==> src/rtl/rr_arb_3ch_pkg.sv <==
// Shared definitions for the three-channel round-robin arbiter: channel count,
// FSM state type and the channel-index helpers used by the picker and the top.
package arb_pkg;

  localparam int NCH = 3;

  typedef enum logic [0:0] {
    IDLE = 1'b0,
    BUSY = 1'b1
  } state_t;

  // Mux select encoding: ch0=00, ch1=01, ch2=10; 11 is never produced.
  function automatic logic [1:0] idx2sel(input logic [1:0] idx);
    case (idx)
      2'd1:    return 2'b01;
      2'd2:    return 2'b10;
      default: return 2'b00;
    endcase
  endfunction

  function automatic logic [2:0] idx2onehot(input logic [1:0] idx);
    case (idx)
      2'd1:    return 3'b010;
      2'd2:    return 3'b100;
      default: return 3'b001;
    endcase
  endfunction

  // Channel visited k steps after base in the circular search order.
  function automatic logic [1:0] rot_idx(input logic [1:0] base, input int k);
    int s;
    s = int'(base) + k;
    if (s >= NCH) s = s - NCH;
    return 2'(s);
  endfunction

endpackage

==> src/rtl/rr_arb_3ch_if.sv <==
// Request/grant bundle between the requesters (master) and the arbiter (slave).
// req/last are level signals sampled every rising edge; gnt/sel/valid/timeout
// are registered and valid one edge after the request that caused them.
interface rr_arb_3ch_if;
  import arb_pkg::*;

  logic [2:0] req;
  logic [2:0] last;
  logic [2:0] gnt;
  logic [1:0] sel;
  logic       valid;
  logic       timeout;
  state_t     state;

  modport master (
    output req, last,
    input  gnt, sel, valid, timeout, state
  );

  modport slave (
    input  req, last,
    output gnt, sel, valid, timeout, state
  );

endinterface

==> src/rtl/rr_arb_3ch_pick3.sv <==
// Combinational round-robin pick: first asserted request in the order
// ptr, ptr+1, ptr+2 (mod 3).
module rr_pick3
  import arb_pkg::*;
(
  input  logic [2:0] req,
  input  logic [1:0] ptr,
  output logic [1:0] win_idx,
  output logic       win_any
);

  // Walk the order backwards so the earliest candidate overwrites later ones.
  always_comb begin
    win_idx = 2'd0;
    win_any = 1'b0;
    for (int k = NCH - 1; k >= 0; k--) begin
      if (req[rot_idx(ptr, k)]) begin
        win_any = 1'b1;
        win_idx = rot_idx(ptr, k);
      end
    end
  end

endmodule

==> src/rtl/rr_arb_3ch.sv <==
// Round-robin arbiter for three requesters; holds a grant for a multi-cycle
// transfer and drives the downstream 3:1 mux select directly.
module rr_arb_3ch
  import arb_pkg::*;
#(
  parameter int MAX_HOLD = 16
) (
  input  logic          clk,
  input  logic          rst_n,
  rr_arb_3ch_if.slave   bus
);

  localparam int CW = $clog2(MAX_HOLD);

  state_t        state;
  logic [1:0]    ptr;
  logic [CW-1:0] cnt;
  logic [2:0]    gnt_q;
  logic [1:0]    sel_q;
  logic          timeout_q;

  logic [1:0]    own;
  logic          own_req;
  logic          own_last;
  logic          hold_max;
  logic          release_now;
  logic          forced;
  logic [1:0]    ptr_next;
  logic [1:0]    pick_ptr;
  logic [1:0]    win_idx;
  logic          win_any;

  // sel_q always encodes the current owner while BUSY.
  assign own      = sel_q;
  assign own_req  = (own == 2'd2) ? bus.req[2]  : (own == 2'd1) ? bus.req[1]  : bus.req[0];
  assign own_last = own_req &
                    ((own == 2'd2) ? bus.last[2] : (own == 2'd1) ? bus.last[1] : bus.last[0]);
  assign hold_max = (cnt == CW'(MAX_HOLD - 1));

  assign release_now = (state == BUSY) && (!own_req || own_last || hold_max);
  assign forced      = hold_max && own_req && !own_last;
  assign ptr_next    = (own == 2'd2) ? 2'd0 : own + 2'd1;

  // On release the re-pick already uses the rotated pointer, so the old owner
  // ranks last and the handover needs no idle bubble.
  assign pick_ptr = (state == BUSY) ? ptr_next : ptr;

  rr_pick3 u_pick (
    .req     (bus.req),
    .ptr     (pick_ptr),
    .win_idx (win_idx),
    .win_any (win_any)
  );

  always_ff @(posedge clk or negedge rst_n) begin
    if (!rst_n) begin
      state     <= IDLE;
      ptr       <= 2'd0;
      cnt       <= '0;
      gnt_q     <= 3'b000;
      sel_q     <= 2'b00;
      timeout_q <= 1'b0;
    end else begin
      timeout_q <= 1'b0;
      case (state)
        IDLE: begin
          if (win_any) begin
            state <= BUSY;
            gnt_q <= idx2onehot(win_idx);
            sel_q <= idx2sel(win_idx);
            cnt   <= '0;
          end
        end
        BUSY: begin
          if (release_now) begin
            ptr       <= ptr_next;
            timeout_q <= forced;
            if (win_any) begin
              gnt_q <= idx2onehot(win_idx);
              sel_q <= idx2sel(win_idx);
              cnt   <= '0;
            end else begin
              state <= IDLE;
              gnt_q <= 3'b000;
            end
          end else begin
            cnt <= cnt + CW'(1);
          end
        end
        default: state <= IDLE;
      endcase
    end
  end

  assign bus.gnt     = gnt_q;
  assign bus.sel     = sel_q;
  assign bus.valid   = |gnt_q;
  assign bus.timeout = timeout_q;
  assign bus.state   = state;

endmodule

==> src/flat_wrapper.sv <==
// flat-port wrapper written by rule: the top's interface ports become plain ports
module rr_arb_3ch_flat import arb_pkg::*;
#(
  parameter int MAX_HOLD = 16
)
  (clk, rst_n, bus_req, bus_last, bus_gnt, bus_sel, bus_valid, bus_timeout, bus_state);
  rr_arb_3ch_if bus_i ();
  input  logic clk;
  input  logic rst_n;
  input wire logic [$bits(bus_i.req)-1:0] bus_req;
  input wire logic [$bits(bus_i.last)-1:0] bus_last;
  output wire logic [$bits(bus_i.gnt)-1:0] bus_gnt;
  output wire logic [$bits(bus_i.sel)-1:0] bus_sel;
  output wire logic [$bits(bus_i.valid)-1:0] bus_valid;
  output wire logic [$bits(bus_i.timeout)-1:0] bus_timeout;
  output wire logic [$bits(bus_i.state)-1:0] bus_state;
  assign bus_i.req = bus_req;
  assign bus_i.last = bus_last;
  assign bus_gnt = bus_i.gnt;
  assign bus_sel = bus_i.sel;
  assign bus_valid = bus_i.valid;
  assign bus_timeout = bus_i.timeout;
  assign bus_state = bus_i.state;
  rr_arb_3ch #(.MAX_HOLD(MAX_HOLD)) u_core (.clk(clk), .rst_n(rst_n), .bus(bus_i));
endmodule
==> config.mk <==
export PLATFORM = sky130hd
export DESIGN_NAME = rr_arb_3ch_flat
export DESIGN_NICKNAME = d
export VERILOG_FILES = /design/src/rtl/rr_arb_3ch_pkg.sv /design/src/rtl/rr_arb_3ch_if.sv /design/src/rtl/rr_arb_3ch_pick3.sv /design/src/rtl/rr_arb_3ch.sv /design/src/flat_wrapper.sv
export SDC_FILE = /design/constraint.sdc
export NUM_CORES = 1
export LEC_CHECK = 0
export CORE_ASPECT_RATIO = 1.1
export CORE_UTILIZATION = 55
export CTS_BUF_LIST = sky130_fd_sc_hd__clkbuf_16
export CTS_CLUSTER_SIZE = 10
export DETAILED_ROUTE_END_ITERATION = 8
export GPL_ROUTABILITY_DRIVEN = 0
export PLACE_DENSITY = 0.83
export SKIP_LAST_GASP = 1
export SLEW_MARGIN = 10
export SYNTH_ARGS = -nofsm -noshare
export SYNTH_HDL_FRONTEND = slang
export SYNTH_SLANG_ARGS = --single-unit
==> constraint.sdc <==
create_clock -name clk -period 5.4 [get_ports clk]
set_input_delay 0.54 -clock clk [delete_from_list [all_inputs] [get_ports clk]]
set_output_delay 0.54 -clock clk [all_outputs]
set_load 0.01 [all_outputs]
==> impl_metrics.csv, run 1 <==
group,metric,value,unit
place,dpl.cell_count,118,
sta,worst_pin_slew,563,ps
power_and_ir_drop,irDropWorstVdd,0.434,mV
drt,via_per_inst,5.80,
sta,setup_violations,0,
drt,vias,708,
cts,cts_root_buf,"clkbuf_16",
grt,grtUsageTotal,0.247,
sta,finalCritPeriodShare,0.519,
cells_and_area,fin_nets,121,
cts,cts_hold_buffers,0,
sta,relSlewSlack,0.624,
die,core,1440,um2
critical_path,critPathSlowestCell,"dfrtp_1",
drt,ant_nets,0,
power_and_ir_drop,leakage,0.549,nW
critical_path,crit_chain,"nor2b_1 > mux2_2 > inv_1 > ha_1 > mux2i_1 > o22ai_1 > or3_4 > o21ai_0 > a22o_2",
die,initial_utilization,0.625,
synthesis,syn_inst,91,
cts,cts_tree,"done",
sta,max_freq,357,MHz
synthesis,ys_seq_elements,13,
job,maxCapViolations,0,
power_and_ir_drop,cellPowerDensity,730,nW/um2
grt,grt_max_degree,14,
critical_path,worstSetupPathType,"reg2reg",
cts,clk_latency,240,ps
critical_path,max_stage_delay,450,ps
synthesis,ys_warn_count,0,
critical_path,worstPathRequired,5580,ps
grt,grt_antenna_before_repair,0,
place,dp_hpwl,1.28,mm
cts,ctsResizeCount,0,
cells_and_area,antenna_cells,0,
drt,first_pass_iters,4,
sta,finalMaxSlewViolations,0,
critical_path,worstSetupEndpointType,"register",
synthesis,avgSynthCellArea,9.87,um2
grt,grt_pass1_vias,685,
cells_and_area,fin_cells,122,
sta,final.setup.tns,0,ps
cts,post_cts_buffers,0,
drt,avgRoutedWirePerCell,15.0,um
cells_and_area,area_growth,24.2,%
grt,gr-total-overflow,0,
die,die_x,40.5,um
synthesis,synth_top_area_cell,"dfrtp_1",
sta,min_period,2800,ps
synthesis,synth_cell_types,29,
place,portBuffers,15,
die,row_count,14,
critical_path,crit_family,"compound AO/OA/AOI/OAI gates",
sta,skew,1.87,ps
cts,cts_buffers,3,
cells_and_area,design_area,1120,um2
drt,drc,0,
cells_and_area,post-route-util,0.777,
place,place_area,1040,um2
drt,wirelength,1.83,mm
die,die_h,44.4,um
cts,clock-sinks,13,
sta,hold_violations,0,
sta,rsz0062_at_grt,"false",
die,num_io_pins,16,
outcome,outcome,"complete, no violations",
sta,holdWs,508,ps
synthesis,synth_top_area_frac,0.362,
synthesis,yosys-top-cells-area,"dfrtp_1 (36%), ha_1 (8.4%), mux2i_1 (7.8%)",
grt,grt_pass1_wl,2.99,mm
drt,drt_iter0_drc,16,
worst_hold_path,hold_path_class,"reg2reg",
synthesis,synth_area,898,um2
critical_path,startpoint_type,"register",
synthesis,synthesis.nets,105,
critical_path,crit_fanout,9,
cts,cts.clk_slew.worst_paths,40,ps
cts,clockBufferDepth,2,
die,die_area,1800,um2
critical_path,cp_num_buf_inv,1,
cts,ctsHtreeMaxLevel,1,
critical_path,critPathArrivalTime,2980,ps
cells_and_area,drive_gt1_frac,0.151,
synthesis,ys_seq_area_frac,0.362,
==> layer usage <==
metal | GRT usage | up-vias | wire, um
met5 | 0 | - | 0
met2 | 0.416 | 21 | 947
met4 | 0.100 | 0 | 19
li1 | - | 348 | -
met3 | 0.0452 | 2 | 68
met1 | 0.299 | 337 | 790
==> placed cells by master, fill, tap and decap left out, types with 4 or more instances in the layout <==
| master | count |
|---|---|
| mux2_2 | 4 |
| dfrtp_1 | 13 |
| clkdlybuf4s50_1 | 15 |
| nand2_1 | 10 |
| o21ai_0 | 4 |
| ha_1 | 6 |
| inv_1 | 9 |
| mux2i_1 | 7 |
| o22ai_1 | 4 |
==> per-stage QoR <==
stage	power (mW)	setup slack, ps
final	0.814	2600
after global routing	0.882	2440
after CTS	0.814	2620
after detailed placement	0.670	2650
after global placement	0.656	2720
after floorplan	0.581	2680
==> final timing paths <==
kind,start,end,slack [ps],depth (start not counted)
worst max-delay path,u_core.bus.sel[0]$_DFFE_PN0P_,u_core.bus.gnt[2]$_DFFE_PN0P_,2600,9
worst min-delay path,u_core.cnt[0]$_DFF_PN0_,u_core.cnt[0]$_DFF_PN0_,510,1
worst max register to register,u_core.bus.sel[0]$_DFFE_PN0P_,u_core.bus.gnt[2]$_DFFE_PN0P_,2600,9
worst min register to register,u_core.cnt[0]$_DFF_PN0_,u_core.cnt[0]$_DFF_PN0_,510,1
max in group asynchronous,rst_n,u_core.bus.gnt[0]$_DFFE_PN0P_,4360,1
min in group asynchronous,rst_n,u_core.cnt[3]$_DFF_PN0_,670,1
==> cell type report <==
class / count / area [um2]
clock inverters: 1 / 3.75
fillers: 105 / 320
inverters: 8 / 30.0
repair buffers: 15 / 150
clock buffers: 3 / 75.1
multi-input cells: 66 / 512
flip-flops and latches: 13 / 325
well taps: 16 / 20.0
==> worst reg2reg max path, stage by stage (launching register included) <==
cell and delay (ps):
dfrtp_1 450, nor2b_1 180, mux2_2 300, inv_1 60, ha_1 310, mux2i_1 220, o22ai_1 140, or3_4 440
o21ai_0 420, a22o_2 220
==> flip-flops by register name, indices dropped and copies added, names as in the netlist <==
register            cells
u_core.cnt              4
u_core.bus.gnt          3
u_core.bus.sel          2
u_core.ptr              2
u_core.bus.state        1
u_core.bus.timeout      1
==> report_power, final <==
group | internal [mW] | switching (mW)
Sequential | 0.133 | 0.0376
Clock | 0.0975 | 0.0391
Combinational | 0.267 | 0.239
==> cell families (layout without fill, tap and decap cells) <==
logic type,after synthesis,in the layout,synth area share
AOI/OAI and AO/OA,19,19,0.149
muxes,13,13,0.162
and+or+nand+nor,28,28,0.175
adders and majority gates,6,6,0.0836
DFF,13,13,0.362
buffers and inverters,12,27,0.0682
==> synthesized netlist by cell type, drive strengths merged <==
library cell,n
a21oi,2
a21o,1
or3,2
nand2,10
dfrtp,13
o21ai,4
and2,1
ha,6
and2b,2
a22o,3
nand3,2
o22ai,4
nor2,3
mux2i,7
a211o,3
clkbuf,1
o21bai,1
a211oi,1
and3b,1
nor3,1
inv,8
mux2,6
nor3b,3
and3,1
nor2b,2
buf,3
No activity file was read; power rests on OpenSTA's default activity.
==> inputs of run 2 (changes only) <==
--- a/config.mk
+++ b/config.mk
@@ -6,12 +6,12 @@
 export NUM_CORES = 1
 export LEC_CHECK = 0
 export CORE_ASPECT_RATIO = 1.1
-export CORE_UTILIZATION = 55
+export CORE_UTILIZATION = 46
 export CTS_BUF_LIST = sky130_fd_sc_hd__clkbuf_16
 export CTS_CLUSTER_SIZE = 10
 export DETAILED_ROUTE_END_ITERATION = 8
 export GPL_ROUTABILITY_DRIVEN = 0
-export PLACE_DENSITY = 0.83
+export PLACE_DENSITY = 0.74
 export SKIP_LAST_GASP = 1
 export SLEW_MARGIN = 10
 export SYNTH_ARGS = -nofsm -noshare
==> constraint.sdc (replaced) <==
create_clock -name clk -period 2.3 [get_ports clk]
set_input_delay 0.23 -clock clk [delete_from_list [all_inputs] [get_ports clk]]
set_output_delay 0.23 -clock clk [all_outputs]
set_load 0.01 [all_outputs]
==> run 2 against run 1 <==
Sequential share of layout area shrank 5.5 points; the run now ends with design-rule violations, negative setup slack left; combinational power grew to 3.9 times the previous value; maximum frequency grew 11%; critical endpoint is now u_core.bus.sel[1]$_DFFE_PN0P_; largest cell class unchanged.
==> impl_metrics.csv, run 2 (same netlist as run 1, synthesis figures left out) <==
group,metric,value,unit
cells_and_area,layout_commonest_cell,"buf_4",
cts,cts.clk_slew.worst_paths,50,ps
sta,rsz0062_at_grt,"true",
critical_path,worstPathRequired,2430,ps
cts,clock-sinks,13,
critical_path,crit_path_end,"u_core.bus.sel[1]$_DFFE_PN0P_",
drt,ant_nets,0,
power_and_ir_drop,fin_total_pwr,2.70,mW
grt,grt_use_met3,0.0634,
grt,grtUsageTotal,0.252,
drt,avgRoutedWirePerCell,18.2,um
cts,cts_root_buf,"clkbuf_16",
grt,use_met1,0.308,
sta,finalMaxSlewViolations,0,
cells_and_area,area_growth,54.9,%
sta,setup_ws,-217,ps
cells_and_area,design_area,1390,um2
job,maxCapViolations,0,
place,place_area,1170,um2
power_and_ir_drop,swShare,0.390,
die,die_h,48.4,um
drt,drt_iter0_drc,14,
cells_and_area,regMostFlops,"u_core.cnt",
die,num_io_pins,16,
critical_path,worstSetupPathType,"reg2reg",
cells_and_area,fin_nets,138,
drt,wirelength,2.56,mm
die,row_count,16,
place,dp_hpwl,1.58,mm
sta,worst_pin_slew,605,ps
power_and_ir_drop,irDropWorstVdd,1.29,mV
grt,grt_pass1_vias,882,
sta,setup_violations,9,
cells_and_area,final_cell_mix,"buf_4 (16), clkdlybuf4s50_1 (15), dfrtp_1 (10)",
cts,clk_latency,240,ps
cells_and_area,drive_gt1_frac,0.455,
sta,finalCritPeriodShare,1.09,
critical_path,crit_fanout,5,
power_and_ir_drop,switchingPower,1.05,mW
drt,via_per_inst,5.74,
power_and_ir_drop,intPower,1.64,mW
critical_path,critPathArrivalTime,2640,ps
critical_path,rrSetupSlack,-220,ps
grt,grt.met2_usage,0.422,
critical_path,r2r_start,"u_core.bus.sel[0]$_DFFE_PN0P_",
die,core,1800,um2
cells_and_area,antenna_cells,0,
drt,first_pass_iters,8,
power_and_ir_drop,pwr-share-comb,0.726,
grt,grt_antenna_before_repair,0,
sta,relSlewSlack,0.595,
sta,skew,1.86,ps
cts,cts_tree,"done",
sta,hold_violations,0,
drt,drc,1,
sta,max_freq,397,MHz
sta,holdWs,370,ps
cts,cts_hold_buffers,0,
power_and_ir_drop,clockPowerShare,0.124,
die,die_area,2130,um2
critical_path,reg2reg_depth,8,
critical_path,worstSetupEndpointType,"register",
critical_path,r2r_end,"u_core.bus.sel[1]$_DFFE_PN0P_",
worst_hold_path,hold_path_class,"in2async",
critical_path,startpoint_type,"register",
die,initial_utilization,0.499,
outcome,violations,"design-rule violations, negative setup slack",
power_and_ir_drop,seqPwrFrac,0.151,
drt,vias,809,
grt,grt_pass1_wl,3.99,mm
cells_and_area,largest_reg_flops,4,
grt,grt_max_degree,14,
cts,ctsHtreeMaxLevel,1,
die,die_x,44.1,um
outcome,outcome,"finished with violations",
power_and_ir_drop,cellPowerDensity,1940,nW/um2
critical_path,startpoint,"u_core.bus.sel[0]$_DFFE_PN0P_",
grt,gr-total-overflow,0,
place,portBuffers,15,
sta,min_period,2520,ps
cells_and_area,post-route-util,0.772,
cts,cts_buffers,3,
power_and_ir_drop,leakage,0.644,nW
grt,busiest_layer,"met2",
cts,clockBufferDepth,2,
[run 2: changes by cell type in the layout (fill, tap and decap cells not counted), moves of 3 or more]
cell     delta
dfrtp_1     -3
ha_1        -5
dfrtp_2     +3
buf_4      +16
o22ai_1     -3
mux2i_2     +3
inv_1       -3
mux2i_1     -5
ha_4        +3
[run 2: cell type report]
cell class | instances | area, um2
Fill cell | 114 | 410
Inverter | 8 | 30.0
Clock buffer | 3 | 75.1
Timing Repair Buffer | 32 | 282
Tap cell | 18 | 22.5
Sequential cell | 13 | 329
Clock inverter | 1 | 5.00
Multi-Input combinational cell | 66 | 648
[run 2: critical path, cell delays in order (launching register included)]
cell     delay, ps
dfrtp_2        430
nor2b_4        140
mux2_4         290
ha_4           300
mux2i_2        220
o22ai_2        140
or3_4          410
and2_4         180
mux2_4         300
[run 2: timing repair]
item                       4_1_cts  5_1_grt
setup endpoints to repair        8        9
pin swaps                        2       10
buffers inserted                 2        3
gates resized for setup         10       13
[run 2: how the worst min path moves through the flow]
stage	from	endpoint	slack, ps	cells past startpoint
6_report	rst_n	u_core.bus.timeout$_DFF_PN0_	370	1
5_1_grt	rst_n	u_core.cnt[2]$_DFF_PN0_	410	1
4_1_cts	rst_n	u_core.bus.timeout$_DFF_PN0_	390	1
3_5_place_dp	u_core.ptr[1]$_DFFE_PN0P_	u_core.ptr[1]$_DFFE_PN0P_	500	1
3_3_place_gp	u_core.cnt[0]$_DFF_PN0_	u_core.cnt[0]$_DFF_PN0_	490	1
2_1_floorplan	rst_n	u_core.bus.gnt[0]$_DFFE_PN0P_	-70	0
[run 2: layer usage]
| layer | routed length [um] | vias up | part of all wire |
|---|---|---|---|
| li1 | - | 387 | - |
| met1 | 1140 | 397 | 0.45 |
| met2 | 1300 | 21 | 0.51 |
| met3 | 86 | 4 | 0.034 |
| met4 | 29 | 0 | 0.011 |
| met5 | 0 | - | 0 |
[run 2: per-stage QoR]
stage	setup TNS, ps	setup WS (ps)	instances
2_1_floorplan	-954	-209	91
3_3_place_gp	-467	-143	132
3_5_place_dp	-887	-219	132
4_1_cts	-788	-150	138
5_1_grt	-2070	-302	141
6_report	-1380	-217	141
[run 2: power by group through the flow]
| stage | Combinational [mW] | Clock, mW | Sequential, mW |
|---|---|---|---|
| 6_report | 1.96 | 0.334 | 0.406 |
| 5_1_grt | 2.10 | 0.353 | 0.416 |
| 4_1_cts | 1.65 | 0.333 | 0.401 |
| 3_5_place_dp | 1.48 | 0 | 0.385 |
| 3_3_place_gp | 1.43 | 0 | 0.378 |
| 2_1_floorplan | 1.07 | 0 | 0.397 |
==> inputs of run 3 (changes only) <==
--- a/config.mk
+++ b/config.mk
@@ -5,13 +5,15 @@
 export SDC_FILE = /design/constraint.sdc
 export NUM_CORES = 1
 export LEC_CHECK = 0
+export CELL_PAD_IN_SITES_DETAIL_PLACEMENT = 0
+export CELL_PAD_IN_SITES_GLOBAL_PLACEMENT = 1
 export CORE_ASPECT_RATIO = 1.1
-export CORE_UTILIZATION = 46
+export CORE_UTILIZATION = 35
 export CTS_BUF_LIST = sky130_fd_sc_hd__clkbuf_16
 export CTS_CLUSTER_SIZE = 10
 export DETAILED_ROUTE_END_ITERATION = 8
 export GPL_ROUTABILITY_DRIVEN = 0
-export PLACE_DENSITY = 0.74
+export PLACE_DENSITY_LB_ADDON = 0.1
 export SKIP_LAST_GASP = 1
 export SLEW_MARGIN = 10
 export SYNTH_ARGS = -nofsm -noshare
==> run 3 against run 2 <==
The flow finishes with violations (negative setup slack); worst hold slack got worse by 9.8 ps; sequential share of layout area rose by 0.74 points; non-clock buffer count is 3 lower; core utilization fell by 20 points; combinational power is 7% lower.
==> impl_metrics.csv, run 3 (same netlist as run 1, synthesis figures left out) <==
group,metric,value,unit
cells_and_area,seqCellArea,327,um2
sta,setup_violations,6,
cells_and_area,antenna_cells,0,
cells_and_area,drive_gt1_frac,0.375,
grt,gr-total-overflow,0,
drt,ant_nets,0,
place,place_area,1180,um2
cts,ctsHtreeMaxLevel,1,
drt,wirelength,2.01,mm
sta,max_freq,412,MHz
cts,cts_root_buf,"clkbuf_16",
die,die_x,50.3,um
cts,cts_hold_buffers,0,
cells_and_area,largest_reg_flops,4,
place,dp_slack,-213,ps
grt,grt_pass1_wl,3.60,mm
sta,finalCritPeriodShare,1.06,
critical_path,crit_chain,"nor2b_4 > mux2_4 > ha_4 > mux2i_2 > o22ai_2 > nand2_1 > o21ai_2 > mux2_4 > ha_4 > a22o_2",
cts,cts_tree,"done",
critical_path,worstSetupEndpointType,"register",
grt,grt_pass1_vias,765,
cells_and_area,fin_nets,135,
job,maxCapViolations,0,
cts,cts.clk_slew.worst_paths,50,ps
sta,skew,5.93,ps
place,portBuffers,15,
die,row_count,18,
die,num_io_pins,16,
drt,first_pass_iters,4,
sta,setup_ws,-128,ps
cts,clockBufferDepth,2,
cells_and_area,area_growth,49.0,%
worst_hold_path,hold_path_class,"in2async",
critical_path,startpoint_type,"register",
grt,grt_max_degree,14,
critical_path,worstSetupPathType,"reg2reg",
sta,rsz0062_at_grt,"true",
place,dp_hpwl,1.50,mm
drt,vias,748,
outcome,outcome,"finished with violations",
critical_path,critPathArrivalTime,2560,ps
critical_path,worstPathRequired,2430,ps
die,die_area,2770,um2
drt,avgRoutedWirePerCell,13.4,um
drt,via_per_inst,4.99,
power_and_ir_drop,irDropWorstVdd,0.976,mV
grt,grt_antenna_before_repair,0,
cells_and_area,post-route-util,0.572,
drt,drc,0,
cells_and_area,design_area,1340,um2
power_and_ir_drop,cellPowerDensity,1890,nW/um2
cells_and_area,multi_input_area,609,um2
critical_path,max_stage_delay,420,ps
die,die_h,55.1,um
critical_path,crit_fanout,4,
critical_path,critPathSlowestCell,"dfrtp_2",
power_and_ir_drop,leakage,0.631,nW
cells_and_area,layout_commonest_cell,"clkdlybuf4s50_1",
cells_and_area,final_cell_mix,"clkdlybuf4s50_1 (15), buf_4 (14), dfrtp_1 (12)",
die,initial_utilization,0.384,
sta,worst_pin_slew,582,ps
sta,hold_violations,0,
sta,min_period,2430,ps
critical_path,cp_num_buf_inv,0,
cells_and_area,nFillCells,221,
critical_path,crit_family,"multiplexers",
cts,cts_buffers,3,
grt,grtUsageTotal,0.183,
die,core,2340,um2
sta,finalMaxSlewViolations,0,
sta,relSlewSlack,0.611,
cells_and_area,regMostFlops,"u_core.cnt",
cts,clk_latency,240,ps
outcome,violations,"negative setup slack",
cts,clock-sinks,13,
power_and_ir_drop,fin_total_pwr,2.54,mW
drt,drt_iter0_drc,5,
[run 3: cell count changes in the layout (fill, tap and decap cells not counted), moves of 2 or more]
cell / previous run / this run
o22ai_4: 2 / 0
buf_4: 16 / 14
dfrtp_1: 10 / 12
mux2i_2: 3 / 1
mux2i_1: 2 / 5
dfrtp_2: 3 / 1
[run 3: stage by stage]
stage	setup TNS (ps)	hold slack, ps	instances
finish	-573	360	150
global placement	-586	493	143
global route	-1380	407	150
detailed placement	-760	503	143
floorplan	-954	-65.6	91
CTS	-424	379	150
[run 3: final cells by class]
| type | instances | share of cell area |
|---|---|---|
| Tap cell | 30 | 0.0280 |
| Clock inverter | 1 | 0.00374 |
| Sequential cell | 13 | 0.244 |
| Timing Repair Buffer | 29 | 0.191 |
| Inverter | 8 | 0.0224 |
| Clock buffer | 3 | 0.0561 |
| Multi-Input combinational cell | 66 | 0.455 |
[run 3: worst paths after layout]
kind,startpoint,to,slack [ps],cells past startpoint
max in group asynchronous,rst_n,u_core.bus.sel[0]$_DFFE_PN0P_,1530,1
worst min-delay path,rst_n,u_core.cnt[2]$_DFF_PN0_,360,1
worst min register to register,u_core.cnt[0]$_DFF_PN0_,u_core.cnt[0]$_DFF_PN0_,510,1
worst max-delay path,u_core.bus.sel[0]$_DFFE_PN0P_,u_core.bus.gnt[0]$_DFFE_PN0P_,-130,10
worst max register to register,u_core.bus.sel[0]$_DFFE_PN0P_,u_core.bus.gnt[0]$_DFFE_PN0P_,-130,10
min in group clk,u_core.cnt[0]$_DFF_PN0_,u_core.cnt[0]$_DFF_PN0_,510,1
[run 3: what timing repair did]
item / CTS / global route
endpoints found under the setup margin: 6 / 9
resized for setup: 10 / 3
setup buffers: 3 / 0
gates cloned: 0 / 0
pin swaps: 8 / 0
[run 3: worst reg2reg max path, cell delays in order (launching register included)]
cell	delay, ps
dfrtp_2	420
nor2b_4	130
mux2_4	290
ha_4	300
mux2i_2	230
o22ai_2	110
nand2_1	80
o21ai_2	60
mux2_4	280
ha_4	210
a22o_2	220
[run 3: where the power goes]
part | switching, mW | internal [mW] | leakage (nW)
combinational | 0.757 | 1.06 | 0.425
sequential | 0.0756 | 0.315 | 0.165
clock | 0.0968 | 0.231 | 0.0409
total | 0.930 | 1.61 | 0.631
[run 3: metal layers]
metal | vias to the layer above | track usage | wire length [um]
met3 | 4 | 0.0492 | 78
met1 | 349 | 0.223 | 964
li1 | 377 | - | -
met2 | 18 | 0.311 | 937
met4 | 0 | 0.0694 | 29
met5 | - | 0 | 0
